--- config.mk ---
export PLATFORM = sky130hd
export DESIGN_NAME = mem2_load_unit
export DESIGN_NICKNAME = d
export VERILOG_FILES = /design/src/rtl/mem2_load_unit_pkg.sv /design/src/rtl/mem2_load_unit_align.sv /design/src/rtl/mem2_load_unit.sv
export SDC_FILE = /design/constraint.sdc
export NUM_CORES = 1
export LEC_CHECK = 0
export CAP_MARGIN = 15
export CORE_ASPECT_RATIO = 2
export CORE_UTILIZATION = 30
export CTS_CLUSTER_SIZE = 16
export DETAILED_ROUTE_END_ITERATION = 6
export RECOVER_POWER = 100
export SYNTH_ARGS = -nofsm -noshare
export SYNTH_HDL_FRONTEND = slang
export SYNTH_HIERARCHICAL = 1
export SYNTH_SLANG_ARGS = --single-unit
--- constraint.sdc ---
create_clock -name clk -period 1.8 [get_ports clk]
set_input_delay 0.36 -clock clk [delete_from_list [all_inputs] [get_ports clk]]
set_output_delay 0.36 -clock clk [all_outputs]
set_load 0.02 [all_outputs]
--- src/rtl/mem2_load_unit_pkg.sv ---
// Shared CPU load definitions: load type descriptor and access size encodings.
package mem2_load_unit_pkg;

   localparam logic [1:0] SizeByte = 2'b00;
   localparam logic [1:0] SizeHalf = 2'b01;
   localparam logic [1:0] SizeWord = 2'b10;

   typedef struct packed {
      logic       ReadMem;
      logic       Sign;
      logic [1:0] Size;
   } load_type_t;

endpackage

--- src/rtl/mem2_load_unit_align.sv ---
// Combinational load data alignment and sign/zero extension; shared with the uncached path.
module load_align
   import mem2_load_unit_pkg::*;
(
   input  logic [1:0]  addr_i,
   input  load_type_t  load_type_i,
   input  logic [31:0] data_i,
   output logic [31:0] data_o
);

   logic [7:0]  byte_sel;
   logic [15:0] half_sel;

   always_comb begin
      unique case (addr_i)
         2'b00:   byte_sel = data_i[7:0];
         2'b01:   byte_sel = data_i[15:8];
         2'b10:   byte_sel = data_i[23:16];
         default: byte_sel = data_i[31:24];
      endcase
      half_sel = addr_i[1] ? data_i[31:16] : data_i[15:0];

      // Size 2'b11 falls through to the word case.
      case (load_type_i.Size)
         SizeByte: data_o = {{24{load_type_i.Sign & byte_sel[7]}}, byte_sel};
         SizeHalf: data_o = {{16{load_type_i.Sign & half_sel[15]}}, half_sel};
         default:  data_o = data_i;
      endcase
   end

endmodule

--- src/rtl/mem2_load_unit.sv ---
// MEM2 load unit: waits for data cache read data, aligns it and stalls the pipe while missing.
module mem2_load_unit
   import mem2_load_unit_pkg::*;
(
   input  logic        clk,
   input  logic        rst,
   input  logic        MEM2_Valid,
   input  load_type_t  MEM2_LoadType,
   input  logic [31:0] MEM2_ALUOut,
   input  logic        MEM2_Flush,
   input  logic        Pipe_Stall,
   input  logic        DCache_RdValid,
   input  logic [31:0] DCache_RdData,
   output logic [31:0] MEM2_LoadResult,
   output logic        MEM2_LoadValid,
   output logic        MEM2_LoadStall
);

   typedef enum logic [1:0] {StIdle, StWait, StHold, StDrain} state_e;

   state_e      state_q, state_d;
   logic [31:0] result_q, result_d;
   logic        valid_q, valid_d;
   logic [31:0] aligned;
   logic        pending;
   logic        unused_addr;

   assign unused_addr = ^MEM2_ALUOut[31:2];
   assign pending     = MEM2_Valid & MEM2_LoadType.ReadMem & ~MEM2_Flush;

   load_align u_load_align (
      .addr_i      (MEM2_ALUOut[1:0]),
      .load_type_i (MEM2_LoadType),
      .data_i      (DCache_RdData),
      .data_o      (aligned)
   );

   always_comb begin
      state_d        = state_q;
      result_d       = result_q;
      valid_d        = 1'b0;
      MEM2_LoadStall = 1'b0;
      case (state_q)
         StIdle, StWait: begin
            if (state_q == StWait && MEM2_Flush) begin
               // A beat arriving with the flush belongs to the killed load.
               state_d = DCache_RdValid ? StIdle : StDrain;
            end else if (pending && DCache_RdValid) begin
               result_d = aligned;
               valid_d  = 1'b1;
               state_d  = Pipe_Stall ? StHold : StIdle;
            end else if (pending) begin
               MEM2_LoadStall = 1'b1;
               state_d        = StWait;
            end else begin
               state_d = StIdle;
            end
         end
         StHold: begin
            valid_d = valid_q;
            if (MEM2_Flush) begin
               valid_d = 1'b0;
               state_d = StIdle;
            end else if (!Pipe_Stall) begin
               state_d = StIdle;
            end
         end
         StDrain: begin
            MEM2_LoadStall = pending;
            if (DCache_RdValid) state_d = StIdle;
         end
         default: state_d = StIdle;
      endcase
   end

   always_ff @(posedge clk or negedge rst) begin
      if (!rst) begin
         state_q  <= StIdle;
         result_q <= 32'h0;
         valid_q  <= 1'b0;
      end else begin
         state_q  <= state_d;
         result_q <= result_d;
         valid_q  <= valid_d;
      end
   end

   assign MEM2_LoadResult = result_q;
   assign MEM2_LoadValid  = valid_q;

endmodule

Word-level counts from Yosys, hierarchy flattened
Cells that the tools add are included.

Output and inout port bits: 34. Bits of input ports: 74. Word-level logic and storage cells: 46. Register bits: 35.

Mux-type cells: 20. Reduce and logical (&&, ||, !) cells: 8. Eq/ne operators: 9. Bitwise logic cells: 6.

Operators by type and width (count): one-hot mux 32 bit (2 select lines) (1); one-hot mux 8 bit (3 select lines) (1); two-way mux 16 bit (1); two-way mux 2 bit (7); two-way mux 1 bit (7); == test 2 x 1 -> 1 bit, second input constant (3); == test 2 bit, second input constant (3); logical NOT 2 bit (3); one-hot mux 2 bit (3 select lines) (1); bitwise AND 1 bit (4); inequality test 2 bit, second input constant (2); one-hot mux 1 bit (2 select lines) (2); inequality test 3 bit, second input constant (1); AND reduction 3 bit (1); logical AND 1 bit (2); inverter 1 bit (2); AND reduction 2 bit (1); OR reduction 2 bit (1).

Logic depth before layout (Yosys ltp)
Word-level depth: 6. Gate-level depth with buffers: 8. Gate-level depth less buffers: 4.

Modules after synthesis
The synthesis kept the hierarchy.

Modules (own cells, without submodules): mem2_load_unit (times used 1, area each 1480.2 µm², seq. area each 875.8 µm², cells an instance 85); load_align (times used 1, area each 875.8 µm², seq. area each 0.0 µm², cells an instance 115).

Least setup slack after synthesis
Ideal clock, no wire load.

Path type: in2reg. Start point: in MEM2_ALUOut[1]. End point: reg result_q[11], in the netlist MEM2_LoadResult[11]. Setup time: 0.125 ns. Path slack: 0.021 ns. Arrival: 1.654 ns. Cell stages on the path: 7. Data required time: 1.675 ns. Path buffers: 3. Cells stage by stage: buf_2 > nor2b_1 > buf_4 > a32oi_4 > buf_6 > o221ai_1 > mux2_4.

Longest elaborated chain between the ends: 4. Elaborated cells between the ends (all ways): 7. Classes of those cells: eq/ne (2); mux (3); bitwise (1); reduce/logical (1).

RTL lines: start: declaration (RTL line mem2_load_unit.sv:9) `input logic [31:0] MEM2_ALUOut,`; == test 2 bit, or another cell as far along (RTL line mem2_load_unit_align.sv:15) `unique case (addr_i)`; one-hot mux 8 bit (3 select lines) (RTL line mem2_load_unit_align.sv:15); bitwise AND 1 bit (RTL line mem2_load_unit_align.sv:25) `SizeByte: data_o = {{24{load_type_i.Sign & byte_sel[7]}}, byte_sel};`; one-hot mux 32 bit (2 select lines) (*) (RTL line mem2_load_unit_align.sv:24) `case (load_type_i.Size)`; net aligned[11] (RTL line mem2_load_unit.sv:24) `logic [31:0] aligned;`; end signal: assignment (RTL line mem2_load_unit.sv:83) `result_q <= result_d;`; end: declaration (RTL line mem2_load_unit.sv:22) `logic [31:0] result_q, result_d;`.

Mark *: on every way through the listed nets, which the timed path passes. The rest lies on a longest branch. A chain may end at the register's enable or synchronous reset.

Final worst setup path
Start point: in DCache_RdData[23]. End point: reg result_q[15], in the netlist MEM2_LoadResult[15].

Longest elaborated chain between the ends: 3.

RTL lines: start: declaration (RTL line mem2_load_unit.sv:13) `input logic [31:0] DCache_RdData,`; one-hot mux 8 bit (3 select lines) (RTL line mem2_load_unit_align.sv:15); bitwise AND 1 bit (RTL line mem2_load_unit_align.sv:25); one-hot mux 32 bit (2 select lines) (RTL line mem2_load_unit_align.sv:24); net aligned[15] (RTL line mem2_load_unit.sv:24).

The timed path passes the listed nets, and every way through them passes these cells.

==> impl_metrics.ini <==
[run_status]
result_of_the_run = finished clean

[final_layout]
share_of_cells_above_drive_strength_1_pct = 32.8
fin_nets = 384
layout.cells.most_common = sky130_fd_sc_hd__dfrtp_1
mostFrequentLayoutCells = sky130_fd_sc_hd__dfrtp_1, sky130_fd_sc_hd__clkdlybuf4s50_1, sky130_fd_sc_hd__dlygate4sd3_1, sky130_fd_sc_hd__buf_4, sky130_fd_sc_hd__mux2_4
stdcell_area_mm2 = 0.00367
layout_stage_area_growth_over_the_synthesis_result_pct = 55.8
final_core_density_pct = 48.3
antennaDiodeCount = 0
fillCellCount = 730

[drt]
route.vias.total = 1986
drt_wl_total_mm = 6.82
antenna_left = 0
post-route-drc-count = 0
drt-vias-per-instance = 4.90
drtPass1Iterations = 4
drt-wirelength-per-cell_um = 16.8
detail_route.iter0.violations = 73

[cts]
clkSlewWorstSetupHoldPaths_ps = 50
cts_tree = built
cts-hold-fix-buffers = 0
htree_levels = 2
cts_buffers = 5
cts_num_sinks = 35
cts-root-to-sink-buffers = 2
clkLatencyLatePin_ps = 280
cts_root_buf = sky130_fd_sc_hd__clkbuf_16

[power_and_ir_drop]
worst_vdd_ir_v = 0.000424
leakage_nw = 1.73
power_density_mw_per_mm2 = 853

[job]
maxCapViolations = 0

[setup_path]
timing.critical_path.required_ps = 1970
crit_path_max_fanout = 6
data_arrival_time_at_the_worst_slack_endpoint_ps = 1890
critical_path_class = in -> reg
worst_setup_path_end_kind = register
crit_path_start_kind = input port

[sta]
final-max-slew-violation-count = 0
worst_hold_slack_ps = 498
max_slew_margin_pct = 41.5
fin_skew_ps = 2.75
setup_viol_count_final = 0
finalCritPeriodShare_pct = 95.8
rsz_0062_raised_after_global_routing = no
fmax_mhz = 580
timing_worst_slew_pin_value_ps = 877
totalNegativeSetupSlack_ps = 0
post-route-min-period_ps = 1730
worst_slack_ps = 75.0
final-hold-violation-count = 0

[global_route]
antenna_violations_before_repair = 0
grt_max_degree = 36
overflow = 0
grt_pass1_vias = 2122
grt_first_pass_wirelength_mm = 11.0
grtUsageTotal_pct = 18.0

[die]
die_h_um = 127
start_util_pct = 31.0
die-area_mm2 = 0.00823
row_count = 45
core_area_mm2 = 0.00760
dieWidth_um = 64.7
boundaryPins = 108

[yosys]
yosysWarnings = 6
synthesis.nets = 274
synth_enable_flop_cells = 0
postSynthRegisterBits = 35
yosysSeqAreaShare_pct = 37.2
syn-instance-count = 200
ys_async_sr_fraction_pct = 100
netlist_area_mm2 = 0.00236
ys_dominant_reg_cell = sky130_fd_sc_hd__dfrtp_1
netlist-cell-type-count = 32
mean_cell_area_of_the_mapped_netlist_um2 = 11.8

[placed_design]
place_congestion = 0.834
post-place-ws_ps = -484
placed_cell_area_mm2 = 0.00341
port_buffers = 77
dp_hpwl_mm = 5.24

[hold_path]
worstHoldPathType = reg -> reg
[kinds of logic (layout without fill, tap and decap cells)]
| family | after synthesis | count (layout) | share of synthesized area (%) |
|---|---|---|---|
| simple gates | 47 | 47 | 10.5 |
| buf+inv | 22 | 133 | 6.43 |
| flops | 35 | 35 | 37.2 |
| compound gates | 47 | 47 | 18.6 |
| mux | 49 | 49 | 27.2 |
[report_power, final]
part / internal [mW] / switching (mW)
combinational: 0.687 / 0.551
sequential: 0.969 / 0.105
clock: 0.511 / 0.310
[flip-flops by register name (all words and copies together) (netlist names)]
register and cells:
MEM2_LoadResult 32, MEM2_LoadValid 1, state_q 2
[final timing paths]
| check | startpoint | end | slack, ps | depth (start not counted) |
|---|---|---|---|---|
| hold reg to reg | MEM2_LoadResult[6]$_DFFE_PN0P_ | MEM2_LoadResult[6]$_DFFE_PN0P_ | 500 | 1 |
| max in group asynchronous | rst | MEM2_LoadResult[19]$_DFFE_PN0P_ | 520 | 2 |
| hold / removal | MEM2_LoadResult[6]$_DFFE_PN0P_ | MEM2_LoadResult[6]$_DFFE_PN0P_ | 500 | 1 |
| setup reg to reg | state_q[1]$_DFFE_PN0P_ | MEM2_LoadResult[10]$_DFFE_PN0P_ | 310 | 5 |
| setup / recovery | DCache_RdData[23] | MEM2_LoadResult[15]$_DFFE_PN0P_ | 70 | 8 |
| min in group asynchronous | rst | MEM2_LoadResult[0]$_DFFE_PN0P_ | 720 | 2 |
[per-stage QoR]
stage          power (mW)  instances
2_1_floorplan        1.74        200
3_3_place_gp         2.37        388
3_5_place_dp         2.39        388
4_1_cts              3.25        404
5_1_grt              3.27        405
6_report             3.13        405
[Yosys cell counts (all sizes together), types with 2 or more instances]
master | instances | area share [%]
inv | 2 | 0.32
dfrtp | 35 | 37
nand2 | 27 | 4.3
mux2 | 34 | 21
buf | 13 | 5.0
mux2i | 15 | 6.4
a22oi | 9 | 2.9
o211ai | 17 | 7.5
o22a | 7 | 2.6
clkbuf | 6 | 0.96
o221ai | 8 | 3.0
nand2b | 2 | 0.85
nor2b | 11 | 2.9
[cell type report]
type                    count  area [um2]  area share (%)
repair buffers            122        1190            32.3
well taps                  94         118            3.20
clock inverters             1        5.00           0.136
multi-input cells         143        1340            36.6
clock buffers               7         133            3.61
flip-flops and latches     35         876            23.9
inverters                   3        11.3           0.307
[routing by layer]
layer,part of all wire [%],GRT usage [%],up-vias,wire length (um)
met4,3.2,8.63,0,221
li1,-,-,972,-
met2,58,34.6,65,3990
met3,2.3,1.88,11,157
met1,36,18.7,938,2450
met5,0,0,-,0
[worst max-delay path, stage by stage]
cell	delay [ps]
sky130_fd_sc_hd__dlygate4sd2_1	240
sky130_fd_sc_hd__mux2_4	280
sky130_fd_sc_hd__a32oi_4	280
sky130_fd_sc_hd__buf_6	140
sky130_fd_sc_hd__buf_6	90
sky130_fd_sc_hd__buf_16	110
sky130_fd_sc_hd__o221ai_1	110
sky130_fd_sc_hd__mux2_4	270
[repair_timing]
| item | in CTS | in global routing |
|---|---|---|
| buffers inserted | 5 | 1 |
| endpoints found under the setup margin | 26 | 6 |
| gates resized for setup | 26 | 2 |
| endpoints found under the hold margin | 0 | 0 |
| gates cloned | 3 | 0 |
| pin swaps | 1 | 2 |
(Power assumes the default switching activity.)
